$ cat src/rtl/reset_seq_pkg.sv
// Shared definitions for the reset sequencer.
//   state_e      : sequencer FSM states
//   cnt_width    : width of the shared hold/stage down-counter
//   idx_width    : width of the domain index (one spare bit so it can hold N_DOMAINS)
//   params_legal : elaboration-time legality of the sequencer parameters
//   next_set     : lowest set mask bit at or above a start index, or n_domains if none
package reset_seq_pkg;

  typedef enum logic [1:0] {
    StReset,
    StHold,
    StStage,
    StDone
  } state_e;

  localparam int unsigned MaxDomains = 16;

  function automatic int unsigned cnt_width(input int unsigned hold_cycles,
                                            input int unsigned stage_delay);
    int unsigned top;
    top = (hold_cycles > stage_delay) ? hold_cycles : stage_delay;
    return $clog2(top + 1);
  endfunction

  function automatic int unsigned idx_width(input int unsigned n_domains);
    return $clog2(n_domains) + 1;
  endfunction

  function automatic bit params_legal(input int unsigned n_domains,
                                      input int unsigned sync_stages,
                                      input int unsigned hold_cycles,
                                      input int unsigned stage_delay);
    return (n_domains >= 1) && (n_domains <= MaxDomains) && (sync_stages >= 2) &&
           (hold_cycles >= 1) && (stage_delay >= 1);
  endfunction

  function automatic int unsigned next_set(input logic [MaxDomains-1:0] mask,
                                           input int unsigned           from,
                                           input int unsigned           n_domains);
    int unsigned            found;
    bit                     hit;
    logic [MaxDomains-1:0]  sh;
    found = n_domains;
    hit   = 1'b0;
    for (int unsigned i = 0; i < MaxDomains; i++) begin
      sh = mask >> i;
      if (!hit && (i >= from) && (i < n_domains) && sh[0]) begin
        found = i;
        hit   = 1'b1;
      end
    end
    return found;
  endfunction

endpackage

$ cat src/rtl/reset_seq_timer.sv
// Load/enable down-counter shared by the HOLD and STAGE phases.
//   clk, rst_n : clock and asynchronous active-low clear
//   load       : load load_val (has priority over counting)
//   load_val   : value to load
//   en         : count down this cycle
//   expire     : count is 1 and enabled, i.e. the interval ends on this edge
module reset_seq_timer #(
  parameter int unsigned CNT_W = 5
) (
  input  logic             clk,
  input  logic             rst_n,
  input  logic             load,
  input  logic [CNT_W-1:0] load_val,
  input  logic             en,
  output logic             expire
);

  logic [CNT_W-1:0] count_q;

  always_ff @(posedge clk or negedge rst_n) begin
    if (!rst_n) begin
      count_q <= '0;
    end else if (load) begin
      count_q <= load_val;
    end else if (en && (count_q != '0)) begin
      count_q <= count_q - 1'b1;
    end
  end

  assign expire = en && (count_q == CNT_W'(1));

endmodule

$ cat src/rtl/reset_sequencer.sv
// Central reset controller: synchronizes the board reset, holds all domains in reset
// for HOLD_CYCLES stable-clock cycles, then releases them in ascending order spaced
// STAGE_DELAY cycles apart. In DONE it accepts masked software reset requests.
//   clk, rst_n_in : clock and asynchronous active-low board reset
//   clk_stable    : PLL lock; gates the HOLD count only
//   sw_rst_req    : level request, accepted only in DONE
//   sw_rst_mask   : domains to reset, captured with the ack
//   sw_rst_ack    : one-cycle acceptance pulse
//   rst_n_out     : per-domain active-low resets (registered)
//   seq_done      : all domains released and idle
//   busy          : any state other than DONE
module reset_sequencer
  import reset_seq_pkg::*;
#(
  parameter int unsigned N_DOMAINS   = 4,
  parameter int unsigned SYNC_STAGES = 2,
  parameter int unsigned HOLD_CYCLES = 8,
  parameter int unsigned STAGE_DELAY = 16
) (
  input  logic                 clk,
  input  logic                 rst_n_in,
  input  logic                 clk_stable,
  input  logic                 sw_rst_req,
  input  logic [N_DOMAINS-1:0] sw_rst_mask,
  output logic                 sw_rst_ack,
  output logic [N_DOMAINS-1:0] rst_n_out,
  output logic                 seq_done,
  output logic                 busy
);

  localparam int unsigned CNT_W = cnt_width(HOLD_CYCLES, STAGE_DELAY);
  localparam int unsigned IDX_W = idx_width(N_DOMAINS);

  localparam logic [CNT_W-1:0] HoldLoad  = CNT_W'(HOLD_CYCLES);
  localparam logic [CNT_W-1:0] StageLoad = CNT_W'(STAGE_DELAY);
  // Index value meaning "no further domain to release".
  localparam logic [IDX_W-1:0] NoneIdx   = IDX_W'(N_DOMAINS);

  if (!params_legal(N_DOMAINS, SYNC_STAGES, HOLD_CYCLES, STAGE_DELAY)) begin : g_param_check
    $error("reset_sequencer: illegal parameter combination");
  end

  logic [SYNC_STAGES-1:0] sync_q;
  logic                   sync_rel;

  state_e                 state_q, state_d;
  logic [IDX_W-1:0]       idx_q, idx_d;
  logic [N_DOMAINS-1:0]   mask_q, mask_d;
  logic [N_DOMAINS-1:0]   rst_q, rst_d;
  logic                   done_q, done_d;
  logic                   ack_q, ack_d;
  logic                   busy_q, busy_d;

  logic                   hold_phase;
  logic                   tmr_load, tmr_en, tmr_expire;
  logic [CNT_W-1:0]       tmr_val;
  logic                   advance, rel_dom, drop, accept;
  logic [MaxDomains-1:0]  mask_ext;
  logic [IDX_W-1:0]       nxt_idx;
  logic [N_DOMAINS-1:0]   rel_vec;

  // Reset synchronizer: asynchronous assert, synchronous release.
  always_ff @(posedge clk or negedge rst_n_in) begin
    if (!rst_n_in) begin
      sync_q <= '0;
    end else begin
      sync_q <= {sync_q[SYNC_STAGES-2:0], 1'b1};
    end
  end

  assign sync_rel = sync_q[SYNC_STAGES-1];

  // The first cycle with the synchronizer released already counts as a HOLD cycle,
  // so domain 0 releases on edge SYNC_STAGES + HOLD_CYCLES.
  assign hold_phase = (state_q == StHold) || ((state_q == StReset) && sync_rel);
  assign tmr_en     = (state_q == StStage) || (hold_phase && clk_stable);

  assign mask_ext = MaxDomains'(mask_q);
  assign nxt_idx  = IDX_W'(next_set(mask_ext, 32'(idx_q) + 1, N_DOMAINS));
  assign rel_vec  = N_DOMAINS'(1) << idx_q;

  reset_seq_timer #(
    .CNT_W (CNT_W)
  ) u_timer (
    .clk      (clk),
    .rst_n    (rst_n_in),
    .load     (tmr_load),
    .load_val (tmr_val),
    .en       (tmr_en),
    .expire   (tmr_expire)
  );

  // State and output registers.
  always_ff @(posedge clk or negedge rst_n_in) begin
    if (!rst_n_in) begin
      state_q <= StReset;
      idx_q   <= '0;
      mask_q  <= '1;
      rst_q   <= '0;
      done_q  <= 1'b0;
      ack_q   <= 1'b0;
      busy_q  <= 1'b1;
    end else begin
      state_q <= state_d;
      idx_q   <= idx_d;
      mask_q  <= mask_d;
      rst_q   <= rst_d;
      done_q  <= done_d;
      ack_q   <= ack_d;
      busy_q  <= busy_d;
    end
  end

  // Next-state logic. idx_q always points at the next domain to release; mask_q
  // holds the active set (all ones after power-up, the captured mask after a request).
  always_comb begin
    state_d  = state_q;
    idx_d    = idx_q;
    mask_d   = mask_q;
    tmr_load = 1'b0;
    tmr_val  = HoldLoad;
    advance  = 1'b0;
    drop     = 1'b0;

    unique case (state_q)
      StReset, StHold: begin
        if (!hold_phase) begin
          tmr_load = 1'b1;
          tmr_val  = HoldLoad;
        end else begin
          state_d = StHold;
          advance = tmr_expire;
        end
      end
      StStage: begin
        advance = tmr_expire;
      end
      StDone: begin
        // ack_q marks the cycle after acceptance; a zero mask leaves us in DONE.
        if (ack_q && (mask_q != '0)) begin
          state_d  = StHold;
          tmr_load = 1'b1;
          tmr_val  = HoldLoad;
          idx_d    = IDX_W'(next_set(mask_ext, 0, N_DOMAINS));
          drop     = 1'b1;
        end
      end
      default: state_d = StReset;
    endcase

    rel_dom = advance;
    if (advance) begin
      if (nxt_idx == NoneIdx) begin
        state_d = StDone;
      end else begin
        state_d  = StStage;
        idx_d    = nxt_idx;
        tmr_load = 1'b1;
        tmr_val  = StageLoad;
      end
    end

    // Accept on the first cycle spent in DONE; !ack_q keeps each ack to one cycle.
    accept = sw_rst_req && (state_d == StDone) && !ack_q;
    if (accept) begin
      mask_d = sw_rst_mask;
    end
  end

  // Registered output values.
  always_comb begin
    rst_d = rst_q;
    if (rel_dom) begin
      rst_d = rst_q | rel_vec;
    end
    if (drop) begin
      rst_d = rst_q & ~mask_q;
    end
    done_d = (state_d == StDone);
    busy_d = (state_d != StDone);
    ack_d  = accept;
  end

  assign rst_n_out  = rst_q;
  assign seq_done   = done_q;
  assign sw_rst_ack = ack_q;
  assign busy       = busy_q;

endmodule

$ cat config.mk
export PLATFORM = sky130hd
export DESIGN_NAME = reset_sequencer
export DESIGN_NICKNAME = d
export VERILOG_FILES = /design/src/rtl/reset_seq_pkg.sv /design/src/rtl/reset_seq_timer.sv /design/src/rtl/reset_sequencer.sv
export SDC_FILE = /design/constraint.sdc
export NUM_CORES = 1
export LEC_CHECK = 0
export CAP_MARGIN = 20
export CORE_AREA = 5 5 54 56
export CTS_BUF_LIST = sky130_fd_sc_hd__clkbuf_16
export DETAILED_ROUTE_END_ITERATION = 12
export DIE_AREA = 0 0 59 61
export PLACE_DENSITY = 0.76
export SETUP_SLACK_MARGIN = 0.1
export SLEW_MARGIN = 20
export SYNTH_ARGS = -nofsm -noshare
export SYNTH_HDL_FRONTEND = slang
export SYNTH_SLANG_ARGS = --single-unit
$ cat constraint.sdc
create_clock -name clk -period 2.6 [get_ports clk]
set_input_delay 0.26 -clock clk [delete_from_list [all_inputs] [get_ports clk]]
set_output_delay 0.26 -clock clk [all_outputs]
set_load 0.01 [all_outputs]
==> impl_metrics.json, run 1 <==
{
  "yosys-top-cells-area": "dfrtp_1, dfstp_2, ha_1",
  "fillers": 214,
  "maxCapViolations": 0,
  "cts_tree": "built",
  "async_flop_share": 1.00,
  "endpoint_kind": "register",
  "path_max_fanout": 5,
  "final_max_slew_viol_count": 0,
  "h-tree-depth": 1,
  "dieWidth_um": 59,
  "synth_fp_nets": 130,
  "max_slew.worst_pin.slew_ns": 0.855,
  "stdcell_area_mm2": 0.00151,
  "final_core_util": 0.632,
  "nNetsFinal": 150,
  "r2r_start": "u_timer.count_q[1]$_DFFE_PN0P_",
  "cts_buffers": 3,
  "relSlewSlack": 0.429,
  "synth_top_area_frac": 0.363,
  "synthDistinctLibCells": 37,
  "io_buffers": 14,
  "ff2ff_path_depth": 7,
  "cp_data_required_time_ns": 2.78,
  "fin_crit_ns": 2.24,
  "wl_per_cell_um": 15.6,
  "ctsHoldBuffers": 0,
  "syn_inst": 113,
  "peakVddDrop_mv": 0.765,
  "critical_path_class": "register to register",
  "start_kind": "register",
  "rows": 18,
  "drc": 0,
  "worstPathArrival_ns": 2.42,
  "status": "finished, final reports clean",
  "clk_latency_ns": 0.25,
  "yosysSeqAreaShare": 0.469,
  "cts_buffer_depth": 2,
  "vias": 908,
  "n_antenna_cell": 0,
  "fin_skew_ns": 0.00312,
  "ios": 15,
  "fmax_mhz": 446,
  "drt_wl_total_mm": 2.53,
  "power.total_w": 0.00178,
  "rsz0062_at_grt": "no",
  "antenna_found_initial": 0,
  "setup_viol": 0,
  "die_h_um": 61,
  "die-area_mm2": 0.00360,
  "hold_viol": 0,
  "grt_overflow": 0,
  "area_growth_pct": 21.5,
  "drive_gt1_frac": 0.152,
  "clk_pin_slew_ns": 0.06,
  "synth_warnings": 0,
  "cts_resized": 0,
  "cellPowerDensity_mw_per_mm2": 1180,
  "start_util": 0.520,
  "core_mm2": 0.00239,
  "post_dp_cell_area_mm2": 0.00143,
  "ys_ff_latch": 23,
  "grt_max_degree": 24,
  "viasPerCell": 5.60,
  "syn_area_per_cell_um2": 11.0,
  "fin_setup_tns_ns": 0,
  "gp_congestion": 0.886,
  "r2r_slack_ns": 0.36,
  "cts_root_buf": "clkbuf_16",
  "drtPass1Iterations": 4,
  "synth-edff-count": 0,
  "post-route-period-util": 0.862,
  "synth_area_leader_cell": "dfrtp_1",
  "post_cts.repair.setup_buffers": 0,
  "drtIter0Drc": 14,
  "hold_path_class": "input port to asynchronous set/reset pin",
  "track_usage": 0.166,
  "r2r_end": "mask_q[0]$_DFFE_PN1P_",
  "cts.sinks": 23,
  "dp_hpwl_mm": 1.88,
  "postRouteAntennaNets": 0,
  "leakage_nw": 0.646,
  "final_common_cell": "dfrtp_1",
  "syn_area_mm2": 0.00124,
  "ys.flop_type": "dfrtp_1",
  "grt_pass1_vias": 920,
  "grt_pass1_wl_mm": 4.42,
  "mostFrequentLayoutCells": "dfrtp_1, clkdlybuf4s50_1, a21oi_1"
}
==> synthesized netlist by cell type (all sizes together), types with 2 or more instances <==
library cell / n
nor2: 6
nand2b: 2
inv: 8
nor2b: 2
nor4: 2
xor2: 2
nor3: 5
o21ai: 5
mux2: 5
or3: 2
nor3b: 2
o21a: 2
ha: 9
nand3: 3
dfrtp: 18
dfstp: 5
mux2i: 3
nand2: 7
a21oi: 11
==> metrics by stage <==
stage	setup slack (ns)	hold WS (ns)	instances
2_1_floorplan	0.508	-0.0356	113
3_3_place_gp	0.366	0.332	158
3_5_place_dp	0.366	0.336	158
4_1_cts	0.344	0.349	162
5_1_grt	0.211	0.371	162
6_report	0.358	0.348	162
==> cell type report <==
type	count	area, um^2	share of cell area
repair buffers	16	155	0.103
inverters	8	30.0	0.0199
clock inverters	1	3.75	0.00249
well taps	30	37.5	0.0249
multi-input cells	81	624	0.414
clock buffers	3	75.1	0.0498
flip-flops and latches	23	582	0.386
==> cell families (layout without fill, tap and decap cells) <==
family                     count (synthesis)  count (layout)  share of synthesized area
AOI/OAI and AO/OA                         26              26                      0.145
xor gates and xnor gates                   3               3                     0.0212
adders and majority gates                  9               9                     0.0907
buffers and inverters                      9              28                     0.0282
DFF                                       23              23                      0.469
muxes                                      8               8                     0.0817
other                                      1               1                    0.00302
and+or+nand+nor                           34              34                      0.161
==> sequential cells by signal, summed over array words and instances, names as in the netlist <==
register and flops:
seq_done 1, busy 1, mask_q 4, idx_q 3
sync_q 2, u_timer.count_q 5, rst_n_out 4, state_q 2
sw_rst_ack 1
==> worst max-delay path: stages (launching register included) <==
cell and delay [ns]:
dfrtp_1 0.38, inv_1 0.10, ha_1 0.16, nor4b_2 0.30
nand2_2 0.18, o21a_1 0.27, nor4_4 0.43, mux2_4 0.35
==> layer usage <==
metal | up-vias | track usage | wire [um] | share of wire
met1 | 448 | 0.216 | 1120 | 0.44
met2 | 20 | 0.281 | 1260 | 0.50
met4 | 0 | 0.0485 | 46 | 0.018
li1 | 434 | - | - | -
met3 | 6 | 0.0319 | 105 | 0.041
met5 | - | 0 | 0 | 0
==> report_power, final <==
part	total, W	switching (W)	internal, W	leakage [nW]
sequential	0.000708	0.000170	0.000538	0.274
clock	0.000327	0.000122	0.000205	0.0423
combinational	0.000745	0.000376	0.000368	0.330
total	0.00178	0.000669	0.00111	0.646
==> worst max path at each step <==
stage / from / endpoint / slack (ns) / cells past startpoint
floorplan: idx_q[1]$_DFF_PN0_ / mask_q[0]$_DFFE_PN1P_ / 0.51 / 7
global placement: clk_stable / mask_q[3]$_DFFE_PN1P_ / 0.37 / 6
detailed placement: clk_stable / mask_q[2]$_DFFE_PN1P_ / 0.37 / 6
CTS: idx_q[0]$_DFF_PN0_ / mask_q[0]$_DFFE_PN1P_ / 0.34 / 7
global route: u_timer.count_q[1]$_DFFE_PN0P_ / mask_q[0]$_DFFE_PN1P_ / 0.21 / 7
finish: u_timer.count_q[1]$_DFFE_PN0P_ / mask_q[0]$_DFFE_PN1P_ / 0.36 / 7
(Power assumes the default switching activity.)
==> run 2, diff against run 1 <==
--- a/config.mk
+++ b/config.mk
@@ -8,6 +8,7 @@
 export CAP_MARGIN = 20
 export CORE_AREA = 5 5 54 56
 export CTS_BUF_LIST = sky130_fd_sc_hd__clkbuf_16
+export CTS_CLUSTER_DIAMETER = 100
 export DETAILED_ROUTE_END_ITERATION = 12
 export DIE_AREA = 0 0 59 61
 export PLACE_DENSITY = 0.76
==> results of run 2 <==
The final DEF is identical to that of run 1; final timing and power are the same.
